[src/rtl/cipher_digit_feeder_pkg.sv]
// Shared definitions for the keypad cipher front end of the seven-segment display driver.
package cipher_pkg;

  localparam int DIGIT_W    = 4;
  localparam int NUM_DIGITS = 4;

  localparam logic [DIGIT_W*NUM_DIGITS-1:0] DEFAULT_KEY = 16'h3719;

  typedef enum logic [1:0] {
    ENTRY  = 2'd0,
    CIPHER = 2'd1,
    SHOW   = 2'd2
  } state_e;

endpackage

[src/rtl/mod10_cipher_unit.sv]
// Combinational mod-10 Caesar step for one BCD digit (encrypt adds k, decrypt adds 10-k).
module mod10_cipher_unit
  import cipher_pkg::*;
(
  input  logic [DIGIT_W-1:0] d,
  input  logic [DIGIT_W-1:0] k,
  input  logic               mode,
  output logic [DIGIT_W-1:0] q
);

  logic [DIGIT_W:0] addend;
  logic [DIGIT_W:0] sum;

  // Both operands are at most 9 / 10, so the sum stays below 20 and one subtract suffices.
  always_comb begin
    addend = mode ? (5'd10 - {1'b0, k}) : {1'b0, k};
    sum    = {1'b0, d} + addend;
    q      = (sum >= 5'd10) ? DIGIT_W'(sum - 5'd10) : sum[DIGIT_W-1:0];
  end

endmodule

[src/rtl/cipher_digit_feeder.sv]
// Collects four keypad digits, ciphers them one per cycle and scans plain/cipher digits to the display.
module cipher_digit_feeder
  import cipher_pkg::*;
#(
  parameter int          SCAN_DIV = 50000,
  parameter logic [15:0] KEY      = DEFAULT_KEY
) (
  input  logic       clock,
  input  logic       reset,
  input  logic       key_valid,
  input  logic [3:0] key_digit,
  input  logic       key_clear,
  input  logic       mode,
  output logic [3:0] enword,
  output logic [3:0] word,
  output logic [1:0] enrw,
  output logic [1:0] worw,
  output logic       busy,
  output logic       done
);

  localparam logic [1:0] S_ENTRY  = 2'(ENTRY);
  localparam logic [1:0] S_CIPHER = 2'(CIPHER);
  localparam logic [1:0] S_SHOW   = 2'(SHOW);
  localparam int         PRE_W    = $clog2(SCAN_DIV);

  logic [1:0]         state;
  logic [1:0]         cnt;
  logic               mode_q;
  logic [DIGIT_W-1:0] plain [NUM_DIGITS];
  logic [DIGIT_W-1:0] res   [NUM_DIGITS];
  logic [DIGIT_W-1:0] key_sel;
  logic [DIGIT_W-1:0] cipher_q;
  logic               digit_ok;
  logic [PRE_W-1:0]   pre;
  logic [1:0]         scan;
  logic [1:0]         scan_nxt;

  assign digit_ok = key_valid && (key_digit <= 4'd9);
  assign key_sel  = KEY[{cnt, 2'b00} +: DIGIT_W];

  mod10_cipher_unit u_unit (
    .d    (plain[cnt]),
    .k    (key_sel),
    .mode (mode_q),
    .q    (cipher_q)
  );

  always_ff @(posedge clock or posedge reset) begin
    if (reset) begin
      state  <= S_ENTRY;
      cnt    <= 2'd0;
      mode_q <= 1'b0;
      for (int i = 0; i < NUM_DIGITS; i++) begin
        plain[i] <= '0;
        res[i]   <= '0;
      end
    end else if (key_clear) begin
      state <= S_ENTRY;
      cnt   <= 2'd0;
      for (int i = 0; i < NUM_DIGITS; i++) begin
        plain[i] <= '0;
        res[i]   <= '0;
      end
    end else begin
      case (state)
        S_ENTRY: begin
          if (digit_ok) begin
            plain[cnt] <= key_digit;
            cnt        <= cnt + 2'd1;
            if (cnt == 2'd3) begin
              state  <= S_CIPHER;
              mode_q <= mode;
            end
          end
        end
        S_CIPHER: begin
          res[cnt] <= cipher_q;
          cnt      <= cnt + 2'd1;
          if (cnt == 2'd3) state <= S_SHOW;
        end
        S_SHOW: begin
          // A new digit starts a fresh word, so stale results are wiped with it.
          if (digit_ok) begin
            for (int i = 0; i < NUM_DIGITS; i++) begin
              plain[i] <= '0;
              res[i]   <= '0;
            end
            plain[0] <= key_digit;
            cnt      <= 2'd1;
            state    <= S_ENTRY;
          end
        end
        default: state <= S_ENTRY;
      endcase
    end
  end

  assign scan_nxt = (pre == PRE_W'(SCAN_DIV - 1)) ? scan + 2'd1 : scan;

  // Output digits are fetched with the next scan index so they change together with enrw/worw.
  always_ff @(posedge clock or posedge reset) begin
    if (reset) begin
      pre    <= '0;
      scan   <= 2'd0;
      enword <= '0;
      word   <= '0;
    end else begin
      pre    <= (pre == PRE_W'(SCAN_DIV - 1)) ? '0 : pre + 1'b1;
      scan   <= scan_nxt;
      enword <= res[scan_nxt];
      word   <= plain[scan_nxt];
    end
  end

  assign enrw = scan;
  assign worw = scan;
  assign busy = (state == S_CIPHER);
  assign done = (state == S_SHOW);

endmodule
[config.mk]
export PLATFORM = sky130hd
export DESIGN_NAME = cipher_digit_feeder
export DESIGN_NICKNAME = d
export VERILOG_FILES = /design/src/rtl/cipher_digit_feeder_pkg.sv /design/src/rtl/mod10_cipher_unit.sv /design/src/rtl/cipher_digit_feeder.sv
export SDC_FILE = /design/constraint.sdc
export NUM_CORES = 1
export LEC_CHECK = 0
export CORE_ASPECT_RATIO = 0.6
export CORE_UTILIZATION = 35
export DETAILED_ROUTE_END_ITERATION = 12
export HOLD_SLACK_MARGIN = 0.15
export PLACE_DENSITY_LB_ADDON = 0.12
export REMOVE_ABC_BUFFERS = 1
export SYNTH_ARGS = -nofsm -noshare
export SYNTH_HDL_FRONTEND = slang
export SYNTH_SLANG_ARGS = --single-unit
[constraint.sdc]
create_clock -name clock -period 3.1 [get_ports clock]
set_input_delay 0.31 -clock clock [delete_from_list [all_inputs] [get_ports clock]]
set_output_delay 0.31 -clock clock [all_outputs]
set_load 0.03 [all_outputs]
==> results.toml <==
[final_layout]
final-seq-area_sq_um = 1580
layout.nets = 387
final_common_cell = "dfrtp_1"
n_antenna_cell = 0
fill_cells = 920
final_cell_area_sq_um = 4170
drive_gt1_frac = 0.134
area_growth_syn_to_layout_pct = 22.3
final_cell_mix = "dfrtp_1 (61), nand2_1 (37), mux2i_1 (30)"
multi_input_area_sq_um = 1720

[floorplanning]
die_y_microns = 78.5
initial_utilization = 0.366
core_area_sq_um = 9320
ios = 23
fp.dieArea_sq_um = 10200
die_w_microns = 129
placement_rows = 27

[place]
dp_hpwl_microns = 6310
dpl_cell_area_sq_um = 3860
port_buffers = 22
globalplace.congestion = 0.846

[route]
drtPass1Iterations = 4
drc = 0
dr_total_vias = 2639
wire_per_inst_microns = 17.2
vias_per_cell = 5.26
drtIter0Drc = 181
routed_wl_microns = 8610
drtAntennaViolNets = 0

[setup_path]
cp_num_buf_inv = 2
path_max_fanout = 7
arrival_ns = 3.07
cp_common_cell = "inv_1"
worstSetupPathType = "reg -> reg"
worstPathRequired_ns = 3.30
cp_slowest_cell = "fa_1"
critPathTopFamily = "multiplexers"
cp_cell_sequence = "mux4_2, fa_1, inv_1, ha_1, inv_1, a31oi_1, nor3_2, mux2i_2, o211ai_1"
endpoint_kind = "flip-flop"
cp-start-kind = "flip-flop"
slowest_delay_ns = 0.59

[grt]
grt_start_max_net_pins = 27
grt_pass1_vias = 2515
met1_usage = 0.312
grt_usage = 0.190
grt_use_met2 = 0.223
use_met3 = 0.0518
grt_pass1_wl_microns = 14100
antenna_found_initial = 0
grt-ovfl-total = 0
globalRoute.busiestLayer = "met1"

[logic_synthesis]
synth_top_family_by_area = "simple AND/OR/NAND/NOR gates"
syn_area_per_cell_sq_um = 10.3
yosysSeqAreaShare = 0.462
yosysUniqueCellTypes = 48
synthSimpleGateAreaFrac = 0.166
synthMuxAreaShare = 0.127
synth_xor_area_frac = 0.0480
ys_async_sr_fraction = 1.00
syn-cell-area_sq_um = 3410
netlist.area_leader.share = 0.462
synth_edf_count = 0
synthAdderAreaFrac = 0.0425
yosysWarnings = 0
postSynthCellCount = 332
synth_flop_cell = "dfrtp_1"
synth_compound_area_frac = 0.117
ys_ff_latch = 63
synth_area_leaders = "dfrtp_1 (46%), mux2i_1 (9.1%), nand2_1 (4.1%)"
yosysTopAreaCell = "dfrtp_1"

[clock_network]
clock_tree.root_cell = "clkbuf_16"
htreeDepth = 3
clkTransAtPathRegs_ns = 0.05
clock_latency_ns = 0.33
cts.sink_count = 63
numCtsBuffers = 9
clk_path_buf_depth = 2
cts_hold_buf = 0
tritoncts = "done"

[sta]
slew_violations = 0
relSlewSlack = 0.610
hold_viol = 0
max_freq_mhz = 348
fin_tns_setup_ns = 0
setup_viol = 0
finalCritPeriodShare = 0.928
grt_setup_unrepaired = "false"
skew_ns = 0.00984
min_period_ns = 2.88
worst_pin_slew_ns = 0.579

[run]
drv_cap = 0

[power_and_ir_drop]
peakVddDrop_uv = 263
p_per_area_nw_per_um2 = 511
leakagePower_nw = 1.98

[hold_path]
holdCritPathClass = "in -> async"

[run_status]
status = "complete, no violations"
==> what timing repair did <==
item / CTS / global route
buffers inserted: 0 / 0
setup endpoints to repair: 0 / 12
resized for setup: 0 / 3
==> layer usage <==
metal / wire (microns) / vias to the layer above
met1: 4920 / 1298
met3: 499 / 5
met5: 0 / -
met2: 3130 / 64
li1: - / 1272
met4: 60 / 0
==> synthesized netlist by cell type (all sizes together), types with 4 or more instances <==
cell / number
a21oi: 16
buf: 6
o211ai: 4
a221oi: 4
xnor2: 9
dfrtp: 63
nand3: 8
clkbuf: 10
o21bai: 4
nand4: 16
mux2i: 31
xor2: 8
inv: 12
a32oi: 4
nand2: 37
nor2: 22
mux4: 4
ha: 10
nor3: 12
o21ai: 18
==> registers in the layout, indices dropped and copies added, names as in the netlist <==
register and cells:
plain 16, pre 16, res 16, enword 4, word 4, cnt 2, enrw 2, state 2
mode_q 1
==> per-stage QoR <==
| stage | total power (W) | hold slack (ns) | std cells | utilization | setup WS [ns] |
|---|---|---|---|---|---|
| 5_1_grt | 0.00223 | 0.397 | 502 | 0.448 | 0.0610 |
| 3_5_place_dp | 0.00111 | 0.472 | 486 | 0.414 | 0.103 |
| 3_3_place_gp | 0.00111 | 0.470 | 486 | 0.414 | 0.195 |
| 2_1_floorplan | 0.00101 | 0.373 | 316 | - | 0.159 |
| 4_1_cts | 0.00215 | 0.367 | 502 | 0.447 | 0.0842 |
| 6_report | 0.00213 | 0.352 | 502 | 0.448 | 0.224 |
==> path summary, 6_finish.rpt <==
kind / slack [ns] / endpoint / from / cells past startpoint
max in group asynchronous: 2.04 / cnt[1] / reset / 3
worst min-delay path: 0.35 / plain[8] / reset / 2
min in group clock: 0.48 / res[4] / res[4] / 2
worst max-delay path: 0.22 / res[9] / cnt[0] / 9
worst max register to register: 0.22 / res[9] / cnt[0] / 9
worst min register to register: 0.48 / res[4] / res[4] / 2
==> cell type report <==
type                       instances  share of cell area
inverter                          12              0.0108
sequential                        63               0.378
multi-input combinational        241               0.412
clock buffer                      13              0.0648
timing repair buffer              40              0.0852
clock inverter                     3             0.00960
tap                              130              0.0390
==> power by group <==
group          internal, W  total, W  switching, W  leakage, nW
logic             0.000102  0.000250      0.000149        0.967
registers         0.000836  0.000850     0.0000141        0.858
clock network     0.000685   0.00103      0.000348        0.156
==> cells by family (layout without fill, tap and decap cells) <==
kind of cell    after synthesis  in the layout
compound gates               63             63
xor+xnor                     17             17
fa+ha+maj                    11             11
buf+inv                      28             68
flops                        63             63
mux                          38             38
simple gates                112            112
Power figures use the tool's default switching activity.
==> patch 1 (config.mk and constraints unchanged) <==
Take the reset off `enword` and `word` and load them in a clocked block of their own.
--- a/src/rtl/cipher_digit_feeder.sv
+++ b/src/rtl/cipher_digit_feeder.sv
@@ -104,12 +104,13 @@
       pre    <= '0;
       scan   <= 2'd0;
-      enword <= '0;
-      word   <= '0;
     end else begin
       pre    <= (pre == PRE_W'(SCAN_DIV - 1)) ? '0 : pre + 1'b1;
       scan   <= scan_nxt;
-      enword <= res[scan_nxt];
-      word   <= plain[scan_nxt];
     end
+  end
+
+  always_ff @(posedge clock) begin
+    enword <= res[scan_nxt];
+    word   <= plain[scan_nxt];
   end
 
Formal check against the unedited RTL: differs if reset is asserted again (counterexample within 4 cycles, from zero or initial values and one cycle with reset high); with reset held inactive, the same outputs for 10 cycles.
==> patch 1 against the original RTL <==
Combinational power hardly changed. Total power shrank 1.9%. Cell count is the same. Sequential cell count unchanged. Non-clock buffer count did not move. Routed wire length down 3.4%. Area after synthesis shrank 1.2%. Cell area decreased by 1.5%. Critical path type unchanged. Die area is 1.1% lower. Highest routed layer unchanged. Worst setup slack lost 0.052 ns. Core utilization fell by 0.35 points. Sequential power about the same.
==> patch 1: results (changes against the original RTL) <==
| Metric | Value |
|---|---|
| Status | `finished, final reports clean (unchanged)` |
| Synth area leaders | `dfrtp_1, mux2i_1, dfxtp_1, nand2_1, ha_1 (was dfrtp_1, mux2i_1, nand2_1, ha_1, nand4_1)` |
| Yosys cell types | `49 (was 48)` |
| Synth async-reset ratio | `87.30% (was 100.0%)` |
| Sw Ratio | `24.44% (was 23.94%)` |
| Seq/Total Area, Yosys | `45.55% (was 46.19%)` |
| Final hold slack | `0.3546 ns (was 0.3525 ns)` |
| Port Buffers | `22 (unchanged)` |
| Post-DP HPWL | `5986 microns (was 6309 microns)` |
| Layout Cells excl Fill | `502 (unchanged)` |
| Wirelength per Cell | `16.56 microns (was 17.15 microns)` |
| Worst reg2reg path depth | `9 (unchanged)` |
| Final GP Congestion | `0.8355 (was 0.8459)` |
| Adder-cell share of the synthesized area | `4.303% (was 4.252%)` |
| Worst slack, placed | `0.1115 ns (was 0.1028 ns)` |
| Peak supply drop | `221.7 uV (was 263.5 uV)` |
| Post-Synth XOR/XNOR Area | `4.859% (was 4.802%)` |
| LEAKAGE | `1.911 nW (was 1.981 nW)` |
| Synth Area in Compound Gates | `11.87% (was 11.73%)` |
| Placed cell area | `3816 sq um (was 3856 sq um)` |
| Global-route wire length before repair | `13850 microns (was 14090 microns)` |
| Final period utilization | `94.44% (was 92.77%)` |
| Final setup skew | `0.008775 ns (was 0.009842 ns)` |
| Initial drt markers | `132 (was 181)` |
| Cts bufs inserted | `9 (unchanged)` |
| Layout cells sized above 1 | `12.37% (was 13.44%)` |
| Commonest cells in the netlist | `dfrtp_1, nand2_1, mux2i_1, nor2_1 (unchanged)` |
| Post-synthesis mux area share | `12.87% (was 12.72%)` |
| Worst reg2reg setup slack | `0.17 ns (was 0.22 ns)` |
| Post-CTS setup buffer count | `0 (unchanged)` |
| Gr usage total | `18.80% (was 18.95%)` |
| Clock root cell | `clkbuf_16 (unchanged)` |
| Syn Area/Cell | `10.16 sq um (was 10.28 sq um)` |
| Primary FF master, synth | `dfrtp_1 (unchanged)` |
| Worst Path Arrival | `3.12 ns (was 3.07 ns)` |
| Slew HR | `55.71% (was 60.96%)` |
| Vias in the first global route | `2486 (was 2515)` |
| Vias/cell | `5.215 (was 5.257)` |
[patch 1: changes by cell type in the layout (fill, tap and decap cells not counted), sizes merged]
cell and change:
dfxtp +8, clkbuf +2, dfrtp -8, clkinv -2
[patch 1: cells by family after synthesis]
kind of cell,count (synthesis)
simple gates,112
compound gates,63
flops,63
mux,38
buf+inv,28
xor+xnor,17
fa+ha+maj,11
[patch 1: power by group through the flow]
stage	registers (mW)	logic, mW	clock network, mW
finish	0.849	0.250	0.993
global route	0.850	0.277	1.05
CTS	0.848	0.247	1.01
detailed placement	0.863	0.245	0
global placement	0.863	0.244	0
floorplan	0.865	0.147	0
[patch 1: path summary, 6_finish.rpt]
kind,from,endpoint
min reg2reg,res[0],res[0]
max in group asynchronous,reset,cnt[1]
min in group clock,res[0],res[0]
min,reset,enrw[0]
max,cnt[0],res[9]
max reg2reg,cnt[0],res[9]
[patch 1: critical path, cell delays in order, from the launching register on]
cell      delay, ns
dfrtp_2        0.47
mux4_2         0.57
fa_1           0.61
inv_1          0.08
ha_1           0.20
inv_1          0.06
a31oi_1        0.04
nor3_2         0.17
mux2i_1        0.42
o211ai_1       0.16
[patch 1: final cells by class]
cell class,instances,area (sq um)
Clock inverter,1,30.03
Clock buffer,15,257.7
Inverter,12,45.04
Sequential cell,63,1539
Fill cell,938,5146
Multi-Input combinational cell,241,1720
Tap cell,130,162.7
Timing Repair Buffer,40,355.3
[patch 1: repair_timing]
action / CTS / global route
setup endpoints to repair: 0 / 12
gates resized for setup: 0 / 3
hold buffers: 0 / 0
[patch 1: layer usage]
metal  track usage (%)  wire [microns]  up-vias
li1                  -               -     1269
met1             29.44            4683     1276
met2             22.86            3021       64
met3             5.658             476        9
met4             8.000             131        0
met5                 0               0        -
==> patch 2 (config.mk and constraints unchanged) <==
Made on the original files. `SCAN_DIV`: 50000 -> 25000.
--- a/src/rtl/cipher_digit_feeder.sv
+++ b/src/rtl/cipher_digit_feeder.sv
@@ -3,5 +3,5 @@
   import cipher_pkg::*;
 #(
-  parameter int          SCAN_DIV = 50000,
+  parameter int          SCAN_DIV = 25000,
   parameter logic [15:0] KEY      = DEFAULT_KEY
 ) (
Check against the original RTL: no difference found for any inputs over 10 cycles, from zero or initial values and one cycle with reset high; that may be too few to reach the edited logic, so the function may still have changed.
==> patch 2 against the original RTL <==
Area after synthesis is 8.1% lower. Worst hold slack better by 0.028 ns. Core utilization is 1.2 points higher. Critical path depth is 1 higher. Global-route usage is 2.0 points lower. Worst setup slack worse by 0.072 ns. Fmax is 2.4% lower. Largest power group unchanged. Largest cell class unchanged. Synthesized cell count is 17% lower. Routed wire length is 17% lower. Sequential cell count is 1 lower. Cell area is 5.4% lower. Via count is 14% lower. Total power is 4.9% lower.
==> patch 2: results (changes against the original RTL) <==
| Metric | Value |
|---|---|
| WL met1 | `3661 microns (was 4917 microns)` |
| Crit Path Max Fanout | `4 (was 7)` |
| Worst reg2reg path depth | `10 (was 9)` |
| Nets | `335 (was 387)` |
| Worst reg2reg setup slack | `0.15 ns (was 0.22 ns)` |
| Global-route wire length before repair | `11880 microns (was 14090 microns)` |
| Post-DP HPWL | `4950 microns (was 6309 microns)` |
| Reg-to-reg endpoint | `res[7] (was res[9])` |
| Status | `finished, final reports clean (unchanged)` |
| Vias | `2272 (was 2639)` |
| Largest net degree at the start of global routing | `31 (was 27)` |
| Met3 WL post-DR | `473 microns (was 499 microns)` |
| Top flop regs | `plain x16, res x16, pre x15 (was plain x16, pre x16, res x16)` |
| Final setup skew | `0.004243 ns (was 0.009842 ns)` |
| Synth area leaders | `dfrtp_1, mux4_1, ha_1, nand2_1, nor2_1 (was dfrtp_1, mux2i_1, nand2_1, ha_1, nand4_1)` |
| Worst Path Arrival | `3.19 ns (was 3.07 ns)` |
| Commonest cells in the netlist | `dfrtp_1, nand2_1, nor2_1, o22ai_1, a32oi_1 (was dfrtp_1, nand2_1, mux2i_1, nor2_1)` |
| LEAKAGE | `1.801 nW (was 1.981 nW)` |
| Yosys cell types | `44 (was 48)` |
| Fillers | `798 (was 920)` |
| Layout cells sized above 1 | `16.56% (was 13.44%)` |
| Final GP Congestion | `0.8025 (was 0.8459)` |
| Wirelength per Cell | `16.59 microns (was 17.15 microns)` |
| Peak supply drop | `303.4 uV (was 263.5 uV)` |
| Gr usage total | `17.00% (was 18.95%)` |
| Seq/Total Area, Yosys | `49.46% (was 46.19%)` |
-- patch 2: final cells by class --
class / count / area share [%]
Clock buffer: 13 / 6.846
Inverter: 11 / 1.046
Multi-Input combinational cell: 192 / 39.78
Clock inverter: 3 / 0.4437
Sequential cell: 62 / 39.33
Tap cell: 112 / 3.550
Timing Repair Buffer: 39 / 9.002
-- patch 2: worst max path at each step --
stage	to	slack [ns]	cells after the start
2_1_floorplan	res[11]	0.13	10
3_3_place_gp	res[1]	0.16	9
3_5_place_dp	res[13]	0.002	9
4_1_cts	res[5]	0.0005	9
5_1_grt	res[9]	-0.04	9
6_report	res[7]	0.15	10
-- patch 2: kinds of logic after synthesis --
group           Yosys count  share of synthesized area (%)
xor+xnor                 18                          5.266
buf+inv                  20                          2.633
flops                    62                          49.46
simple gates             94                          14.56
mux                      21                          12.56
fa+ha+maj                11                          4.627
compound gates           48                          10.89
-- patch 2: routing by layer --
metal | up-vias | global-route usage [%]
met4 | 0 | 5.756
met2 | 60 | 23.51
met5 | - | 0
met1 | 1121 | 24.06
li1 | 1086 | -
met3 | 5 | 6.882
-- patch 2: power breakdown --
| group | leakage, nW | internal (mW) | switching [mW] |
|---|---|---|---|
| clock | 0.142 | 0.603 | 0.348 |
| sequential | 0.846 | 0.822 | 0.00942 |
| combinational | 0.814 | 0.106 | 0.140 |
| total | 1.80 | 1.53 | 0.498 |
-- patch 2: per-stage QoR --
step	area (sq um)	hold slack, ns	TNS, ns	instances	utilization, %
6_report	3948	0.3810	0	432	45.96
3_3_place_gp	3576	0.4816	0	415	41.64
4_1_cts	3864	0.3972	0	431	44.99
5_1_grt	3948	0.4519	-0.09052	432	45.96
3_5_place_dp	3576	0.4751	0	415	41.64
2_1_floorplan	3095	0.3731	0	265	-
-- patch 2: worst max-delay path, cell delays in order, from the launching register on --
cell,delay [ns]
dfrtp_2,0.40
buf_6,0.14
mux4_2,0.53
ha_4,0.26
and3b_1,0.21
a2111oi_4,0.32
buf_4,0.17
nand2_1,0.09
or3_1,0.36
a21o_1,0.23
o22ai_1,0.17
-- patch 2: what timing repair did --
item	CTS	global route
endpoints found under the setup margin	0	12
hold buffers	0	0
setup buffers	0	1
resized for setup	0	13
